===== config.mk =====
export PLATFORM = sky130hd
export DESIGN_NAME = z80_io_ctrl
export DESIGN_NICKNAME = d
export VERILOG_FILES = /design/src/rtl/z80_io_ctrl.sv
export SDC_FILE = /design/constraint.sdc
export NUM_CORES = 1
export LEC_CHECK = 0
export CORE_ASPECT_RATIO = 0.8
export CORE_MARGIN = 3
export CORE_UTILIZATION = 47
export DETAILED_ROUTE_END_ITERATION = 6
export GPL_TIMING_DRIVEN = 0
export PLACE_DENSITY_LB_ADDON = 0.15
export SLEW_MARGIN = 20
export SYNTH_ARGS = -nofsm -noshare
export SYNTH_HDL_FRONTEND = slang
export SYNTH_SLANG_ARGS = --single-unit

===== constraint.sdc =====
create_clock -name CLK -period 1.31 [get_ports CLK]
set_input_delay 0.1965 -clock CLK [delete_from_list [all_inputs] [get_ports CLK]]
set_output_delay 0.1965 -clock CLK [all_outputs]
set_load 0.1 [all_outputs]

===== src/rtl/z80_io_ctrl.sv =====
// Z80 sound-CPU I/O glue: strobe synchroniser, port decode, 68k command/reply
// mailbox with NMI, and M1 ROM bank windows.
module z80_io_ctrl (
  input  logic        CLK,
  input  logic        RESET,
  input  logic [15:0] SDA,
  input  logic [7:0]  SDD_WR,
  output logic [7:0]  SDD_RD,
  input  logic        nIORQ,
  input  logic        nMREQ,
  input  logic        nRD,
  input  logic        nWR,
  output logic        nNMI,
  input  logic        CMD_WE,
  input  logic [7:0]  CMD_DATA,
  output logic [7:0]  SND_REPLY,
  output logic [21:0] ROM_ADDR,
  output logic        RAM_SEL,
  output logic        YM_CS,
  output logic [1:0]  YM_A
);

  logic [2:0]       r_s1, r_s2;   // {nIORQ, nRD, nWR}
  logic             r_rd_d, r_wr_d;
  logic             r_fill, r_rd_arm, r_wr_arm;
  logic [7:0]       r_cmd, r_reply;
  logic             r_pend, r_en, r_nnmi;
  logic [3:0][7:0]  r_bank;

  logic w_rd_n, w_wr_n, w_rd_ev, w_wr_ev;
  logic w_pend_nx, w_en_nx;
  logic [1:0] w_port;

  assign w_port  = SDA[3:2];
  assign w_rd_n  = r_s2[2] | r_s2[1];
  assign w_wr_n  = r_s2[2] | r_s2[0];
  // Edges only count once the strobe has been seen idle since reset, so a
  // strobe held low across reset cannot fire.
  assign w_rd_ev = r_rd_arm & r_rd_d & ~w_rd_n;
  assign w_wr_ev = r_wr_arm & r_wr_d & ~w_wr_n;

  always_comb begin
    w_pend_nx = r_pend;
    w_en_nx   = r_en;
    if (w_rd_ev && w_port == 2'b00) w_pend_nx = 1'b0;
    if (CMD_WE)                     w_pend_nx = 1'b1;
    if (w_wr_ev && w_port == 2'b10) w_en_nx   = ~SDA[4];
  end

  always_ff @(posedge CLK) begin
    if (RESET) begin
      r_s1     <= 3'b111;
      r_s2     <= 3'b111;
      r_rd_d   <= 1'b1;
      r_wr_d   <= 1'b1;
      r_fill   <= 1'b0;
      r_rd_arm <= 1'b0;
      r_wr_arm <= 1'b0;
      r_cmd    <= 8'h00;
      r_reply  <= 8'h00;
      r_pend   <= 1'b0;
      r_en     <= 1'b0;
      r_nnmi   <= 1'b1;
      r_bank   <= {8'h02, 8'h06, 8'h0E, 8'h1E};
    end else begin
      r_s1     <= {nIORQ, nRD, nWR};
      r_s2     <= r_s1;
      r_rd_d   <= w_rd_n;
      r_wr_d   <= w_wr_n;
      r_fill   <= 1'b1;
      r_rd_arm <= r_rd_arm | (r_fill & (r_s1[2] | r_s1[1]));
      r_wr_arm <= r_wr_arm | (r_fill & (r_s1[2] | r_s1[0]));
      r_pend   <= w_pend_nx;
      r_en     <= w_en_nx;
      r_nnmi   <= ~(w_pend_nx & w_en_nx);
      if (CMD_WE)                     r_cmd   <= CMD_DATA;
      if (w_wr_ev && w_port == 2'b11) r_reply <= SDD_WR;
      if (w_rd_ev && w_port == 2'b10) r_bank[SDA[1:0]] <= SDA[15:8];
    end
  end

  always_comb begin
    case (w_port)
      2'b00:   SDD_RD = r_cmd;
      2'b10:   SDD_RD = 8'h00;
      default: SDD_RD = 8'hFF;
    endcase
  end

  always_comb begin
    casez (SDA[15:11])
      5'b0????: ROM_ADDR = {7'b0, SDA[14:0]};
      5'b10???: ROM_ADDR = {r_bank[3], SDA[13:0]};
      5'b110??: ROM_ADDR = {1'b0, r_bank[2], SDA[12:0]};
      5'b1110?: ROM_ADDR = {2'b0, r_bank[1], SDA[11:0]};
      5'b11110: ROM_ADDR = {3'b0, r_bank[0], SDA[10:0]};
      default:  ROM_ADDR = {6'b0, SDA};
    endcase
  end

  assign RAM_SEL   = ~nMREQ & (SDA[15:11] == 5'b11111);
  assign YM_CS     = ~nIORQ & (w_port == 2'b01);
  assign YM_A      = SDA[1:0];
  assign nNMI      = r_nnmi;
  assign SND_REPLY = r_reply;

endmodule

==> results by group, run 1 <==
Setup path
  – WP buf/inv: 2
  – Startpoint Class: flop
  – Crit path top cell by count: buf_6
  – Reg-to-Reg Start: r_rd_arm$_SDFF_PP0_
  – Critical path cell sequence: buf_6, nand4bb_4, buf_6, o21ai_0, a21oi_1
  – Crit end category: flop
  – Crit path kind: reg -> reg
  – Crit path DAT: 1.88 ns
  – Reg2reg path depth: 5
  – Reg2Reg Setup Slack: -0.34 ns
  – Crit-path max cell delay: 0.37 ns
  – Crit-path max FO: 5
  – Critical path data required time: about 1.5 ns
  – Slowest CP cell: dfxtp_2
  – Critical path's top delay family: compound AO/OA/AOI/OAI gates
  – Crit Reg-Reg Endpoint: r_bank[8]$_SDFFE_PP0P_

Pwr
  – Tot Pwr: 4.919 mW
  – Part of the power in the clock network: 0.367
  – Leak: about 1.9 nW
  – Gate power share: 0.239
  – P_int: about 3.2 mW
  – Sequential power share: 0.394
  – Switching Share: 0.3419
  – Maximum VDD drop: 0.001021 V
  – Switching power: 1.682 mW
  – PwrDens: 937.3 nW/um^2

Place
  – Placer congestion estimate: 0.8797
  – DP HPWL: between 6000 and 7000 um
  – Port Buffer Count: 75

Timing
  – Setup repair after global routing missed its margin: yes
  – Minimum clock period: 1.651 ns
  – Setup ws final: -0.3415 ns
  – Hold WS: roughly 0.15 ns
  – Max-slew violation count: 0
  – Clock Skew: 0.01182 ns
  – # setup viols final: 49
  – Max Clk Rate: 0.6055 GHz
  – Tcrit/Tclk final: 1.261
  – Worst slew pin tran: 0.9529 ns
  – Rel. slew slack: 0.3672
  – Final Hold Viols: 0

Yosys
  – Post-synth cell types: 44
  – Synth Cell Area: 2861 sq um
  – Ys Warns: 0
  – Post-synthesis area per instance: 8.567 sq um
  – Cells after Synth: around 330
  – Top cell type's share of synthesized area: 0.4338
  – Dominant cell type by area after synthesis: dfxtp_1
  – Syn_nets: 373
  – Top cells by area, synth: dfxtp_1, nand3_1, o21ai_0, a21oi_1, buf_4
  – Seq/Total Area, Yosys: 0.4338
  – #FFs+latches synth: between 60 and 70

CTS
  – CTS sink cnt: 62
  – Root Buffer: clkbuf_8
  – CTS max path bufs: 2
  – CTS tree: built
  – Clock latency at the later pin of the worst-skew pair: 0.37 ns
  – CTS Buf Count: 9
  – Hold buffers post-CTS: 0
  – Reg clk slew, reported paths: approximately 0.09 ns
  – H-tree levels: 3

Min path
  – Hold Startpoint: SDA[15]
  – Min-delay worst type: in -> reg
  – Hold worst-path end: r_bank[23]$_SDFFE_PP0P_
  – Hold Path Depth: 3

Global routing
  – Largest net degree at the start of global routing: 14
  – Overflow after GRT: 0
  – GRT Total Usage: 0.2823
  – First-pass GRT wire length: 15230 um
  – Vias in the first global route: 3072
  – Initial antenna violation count: 0

Finish
  – Area grow syn2layout: 83.38%
  – # diodes: 0
  – Final Net Count: around 500
  – Layout cells sized above 1: 0.6150

Die
  – Initial Utilization: 0.5042
  – Row cnt: 24
  – Die area: 7066 sq um
  – IO Count: 82
  – Die Ht: 75.79 um
  – Core area: 5675 sq um
  – Die X: 93.24 um

Route
  – Post-DRT Antenna Nets: 0
  – Drt via density: 6.615
  – First DRT Iteration DRCs: a little under 500
  – Post-Route WL: 13620 um
  – Via count: roughly 3500
  – Pre-Repair DR Iteration Count: 5
  – Avg WL per Cell: 25.69 um
  – Drt drc: 0

Outcome
  – Failing checks: negative setup slack
  – Run status: finished with violations

Flow run
  – Max-Cap Viols: 0
[Yosys cell counts (all sizes together)]
library cell and count:
dfxtp 62, nand3 52, o21ai 46, a21oi 35
buf 25, clkbuf 19, nor2 10, a21o 8
mux2i 8, nand2b 8, a31oi 6, or2 6
nand3b 5, inv 4, nand4bb 4, nand2 3
nor2b 3, o21a 3, and2 2, and4bb 2
nand4b 2, nor3b 2, nor4bb 2, o221ai 2
or3 2, a21boi 1, a22o 1, a41o 1
and3 1, and4b 1, clkinv 1, nor4b 1
o211a 1, o22ai 1, o311ai 1, o31ai 1
o32a 1, or4b 1
[cells by family after synthesis]
group	count (synthesis)	synth area share
compound gates	108	0.2178
simple gates	107	0.2287
flops	62	0.4338
buf+inv	49	0.09182
mux	8	0.02799
[sequential cells by signal, summed over array words and instances (netlist names), 3 cells and up]
register,flops
r_cmd,8
r_s2,3
SND_REPLY,8
r_bank,32
r_s1,3
[layout make-up]
| class | count | area, sq um |
|---|---|---|
| clock buffer | 9 | 123.9 |
| inverter | 5 | 23.77 |
| timing repair buffer | 101 | 1135 |
| buffer | 44 | 439.2 |
| sequential | 62 | 1291 |
| multi-input combinational | 224 | 2056 |
| tap | 78 | 97.59 |
| fill | 177 | 427.9 |
| clock inverter | 7 | 81.33 |
[routing by layer]
layer / global-route usage / vias up / part of all wire
li1: - / 1437 / -
met4: 0.1317 / 0 / 0.059
met1: 0.3396 / 1669 / 0.37
met3: 0.06614 / 90 / 0.11
met5: 0 / - / 0
met2: 0.4865 / 310 / 0.47
[timing repair]
| item | 4_1_cts | 5_1_grt |
|---|---|---|
| resized for setup | 361 | 157 |
| endpoints found under the setup margin | 87 | 77 |
| setup buffers | 10 | 8 |
| pin swaps | 18 | 50 |
| cloned | 3 | 6 |
[power by group through the flow]
stage / clock network [mW] / logic (mW) / registers (mW)
3_3_place_gp: 0 / 0.954 / 1.97
2_1_floorplan: 0 / 0.680 / 1.97
5_1_grt: 1.86 / 1.21 / 1.94
4_1_cts: 1.75 / 1.05 / 1.93
3_5_place_dp: 0 / 0.966 / 1.98
6_report: 1.80 / 1.18 / 1.94
[cells in the final DEF, fill, tap and decap left out, drive strengths merged, types with 4 or more instances in the layout]
| master | netlist | routed |
|---|---|---|
| a21oi | 35 | 35 |
| mux2i | 8 | 8 |
| buf | 25 | 86 |
| nor2 | 10 | 10 |
| clkbuf | 19 | 37 |
| clkdlybuf4s15 | 0 | 6 |
| nand4bb | 4 | 5 |
| dfxtp | 62 | 62 |
| clkinv | 1 | 4 |
| a21o | 8 | 8 |
| nand3 | 52 | 52 |
| nand3b | 5 | 5 |
| inv | 4 | 6 |
| a31oi | 6 | 6 |
| nand2b | 8 | 8 |
| or2 | 6 | 6 |
| o21ai | 46 | 46 |
| clkdlybuf4s50 | 0 | 21 |
[tightest hold or removal path, delay by kind of cell]
kind / cells / cell delay [ns]
AOI/OAI and AO/OA: 1 / 0.07
buffers and inverters: 1 / 0.14
and+or+nand+nor: 1 / 0.08
[worst max path at each step]
| stage | from | to | slack (ns) | depth (start not counted) |
|---|---|---|---|---|
| 2_1_floorplan | SDA[14] | RAM_SEL | -0.31 | 4 |
| 3_3_place_gp | SDA[11] | ROM_ADDR[16] | -1.51 | 6 |
| 3_5_place_dp | SDA[11] | ROM_ADDR[16] | -1.51 | 6 |
| 4_1_cts | r_bank[5]$_SDFFE_PP0P_ | ROM_ADDR[16] | -0.21 | 4 |
| 5_1_grt | r_bank[20]$_SDFFE_PP0P_ | ROM_ADDR[17] | -0.32 | 4 |
| 6_report | r_rd_arm$_SDFF_PP0_ | r_bank[8]$_SDFFE_PP0P_ | -0.34 | 5 |
[stage by stage]
stage                     worst slack [ns]  cells  utilization  cell area, sq um  setup TNS (ns)
after floorplan                    -0.3080    334            -              3141         -0.9018
after global placement              -1.510    487       0.7028              3989          -64.23
after detailed placement            -1.509    487       0.7028              3989          -67.47
after CTS                          -0.2131    516       0.7987              4533          -1.125
after global routing               -0.3152    530       0.9246              5248          -5.502
final                              -0.3415    530       0.9246              5248          -4.174
No activity file was read; power rests on OpenSTA's default activity.
==> run 2: changes to the inputs <==
--- a/config.mk
+++ b/config.mk
@@ -5,7 +5,7 @@
 export SDC_FILE = /design/constraint.sdc
 export NUM_CORES = 1
 export LEC_CHECK = 0
-export CORE_ASPECT_RATIO = 0.8
+export CORE_ASPECT_RATIO = 1.1
 export CORE_MARGIN = 3
 export CORE_UTILIZATION = 47
 export DETAILED_ROUTE_END_ITERATION = 6
==> run 2 against run 1 <==
The flow still finishes with violations (negative setup slack). Worst hold slack lost 0.0033 ns. Global-route usage is 2.0 points lower. Sequential share of layout area up 1.0 points. Die area is essentially flat. Non-clock buffer count down 5. Critical endpoint is now ROM_ADDR[16]. Highest routed layer unchanged.
==> results by group, run 2 (synthesized netlist as in run 1, its figures left out) <==
Outcome
  – Run status: finished with violations (unchanged)
  – Failing checks: negative setup slack (unchanged)

Global routing
  – First-pass GRT wire length: 14230 um (was 15230 um)
  – Vias in the first global route: 2875 (was 3072)
  – Initial antenna violation count: 0 (unchanged)
  – Largest net degree at the start of global routing: 12 (was 14)
  – GRT Total Usage: 0.2623 (was 0.2823)
  – Overflow after GRT: 0 (unchanged)

CTS
  – CTS tree: built (unchanged)
  – Reg clk slew, reported paths: 0.07 ns (was 0.09 ns)
  – Root Buffer: clkbuf_8 (unchanged)
  – Hold buffers post-CTS: 0 (unchanged)
  – CTS Buf Count: 9 (unchanged)
  – CTS sink cnt: 62 (unchanged)
  – Clock latency at the later pin of the worst-skew pair: 0.36 ns (was 0.37 ns)
  – H-tree levels: 3 (unchanged)
  – CTS max path bufs: 2 (unchanged)

Place
  – DP HPWL: 5600 um (was 6185 um)
  – Placer congestion estimate: 0.8600 (was 0.8797)
  – Placed Cells: 486 (was 487)
  – Port Buffer Count: 75 (unchanged)

Die
  – Initial Utilization: 0.4898 (was 0.5042)
  – Row cnt: 29 (was 24)
  – Die X: 80.40 um (was 93.24 um)
  – Core area: 5842 sq um (was 5675 sq um)
  – Die Ht: 87.84 um (was 75.79 um)
  – Die area: 7061 sq um (was 7066 sq um)
  – IO Count: 82 (unchanged)

Finish
  – # diodes: 0 (unchanged)
  – Largest register FFs: 32 (unchanged)
  – Layout cells sized above 1: 0.5682 (was 0.6150)
  – Commonest non-fill, non-tap cell in the layout: buf_4 (unchanged)
  – Fillers: 300 (was 177)
  – FF+latch area: 1285 sq um (was 1291 sq um)
  – Register name with the most flops: r_bank (unchanged)
  – Non-filler cells, final: 524 (was 530)
  – Most frequent cells in the layout: buf_4, dfxtp_1, dfxtp_2 (was buf_4, nand3_2, dfxtp_1)
  – Area grow syn2layout: 75.03% (was 83.38%)
  – Utilization after layout: 0.8574 (was 0.9246)
  – Multi-input logic area: 1951 sq um (was 2056 sq um)
  – Final Net Count: 481 (was 486)

Setup path
  – Startpoint Class: flop (unchanged)
  – Crit path DAT: 1.42 ns (was 1.88 ns)
  – Crit end category: output port (was flop)
  – Crit path kind: reg -> out (was reg -> reg)
  – Crit-path max FO: 2 (was 5)
  – Critical path data required time: 1.11 ns (was 1.54 ns)

Pwr
  – PwrDens: 997.7 nW/um^2 (was 937.3 nW/um^2)
  – Maximum VDD drop: 0.0008763 V (was 0.001021 V)
  – Leak: 1.868 nW (was 1.939 nW)

Timing
  – Setup TNS: -3.160 ns (was -4.174 ns)
  – # setup viols final: 39 (was 49)
  – Hold WS: 0.1512 ns (was 0.1545 ns)
  – Max Clk Rate: 0.6172 GHz (was 0.6055 GHz)
  – Tcrit/Tclk final: 1.237 (was 1.261)
  – Rel. slew slack: 0.3720 (was 0.3672)
  – Final Hold Viols: 0 (unchanged)
  – Setup repair after global routing missed its margin: yes (unchanged)
  – Max-slew violation count: 0 (unchanged)
  – Worst slew pin tran: 0.9456 ns (was 0.9529 ns)
  – Setup ws final: -0.3103 ns (was -0.3415 ns)
  – Clock Skew: 0.01184 ns (was 0.01182 ns)
  – Minimum clock period: 1.620 ns (was 1.651 ns)

Route
  – Drt via density: 6.225 (was 6.615)
  – Avg WL per Cell: 21.39 um (was 25.69 um)
  – Via count: 3262 (was 3506)
  – Pre-Repair DR Iteration Count: 6 (was 5)
  – Post-Route WL: 11210 um (was 13620 um)
  – Drt drc: 0 (unchanged)
  – Post-DRT Antenna Nets: 0 (unchanged)
  – First DRT Iteration DRCs: 368 (was 484)

Min path
  – Min-delay worst type: in -> reg (unchanged)

Flow run
  – Max-Cap Viols: 0 (unchanged)
## run 2: layout make-up
class / count / share of cell area
Inverter: 5 / 0.004746
Clock inverter: 5 / 0.01649
Timing Repair Buffer: 96 / 0.2028
Buffer: 44 / 0.08244
Sequential cell: 62 / 0.2566
Multi-Input combinational cell: 224 / 0.3895
Tap cell: 77 / 0.01924
Clock buffer: 11 / 0.02823
## run 2: path summary, 6_finish.rpt
kind | start | end | slack [ns] | depth (start not counted)
min | nIORQ | r_s1[2]$_SDFF_PP1_ | 0.15 | 2
max reg2reg | r_s2[2]$_SDFF_PP1_ | r_bank[7]$_SDFFE_PP0P_ | -0.14 | 5
min reg2reg | r_s1[0]$_SDFF_PP1_ | r_s2[0]$_SDFF_PP1_ | 0.45 | 1
max | r_bank[19]$_SDFFE_PP0P_ | ROM_ADDR[16] | -0.31 | 4
## run 2: per-layer routing
layer / share of wire / global-route usage / vias to the layer above
li1: - / - / 1412
met1: 0.36 / 0.3044 / 1538
met2: 0.50 / 0.4654 / 235
met3: 0.092 / 0.06584 / 77
met4: 0.050 / 0.09677 / 0
met5: 0 / 0 / -
## run 2: stage by stage
step	worst slack, ns	total power, mW	area (sq um)
final	-0.3103	4.997	5009
after CTS	-0.1613	4.861	4476
after detailed placement	-1.542	2.933	3988
after global routing	-0.3578	5.109	5009
after floorplan	-0.3080	2.653	3141
after global placement	-1.532	2.928	3988
## run 2: timing repair
action / CTS / global route
gates cloned: 0 / 4
pin swaps: 16 / 39
setup buffers: 9 / 9
endpoints found under the hold margin: 0 / 0
setup endpoints to repair: 86 / 71
gates resized for setup: 343 / 120
## run 2: worst max-delay path, stage by stage, from the launching register on
cell and delay, ns:
dfxtp_1 0.32, o21ai_0 0.26, a31oi_1 0.11, o21a_4 0.22
buf_12 0.16
## run 2: power by group
part | internal, mW | switching (mW) | total, mW
Sequential | 1.91 | 0.0240 | 1.94
Clock | 1.13 | 0.817 | 1.94
Combinational | 0.407 | 0.708 | 1.12
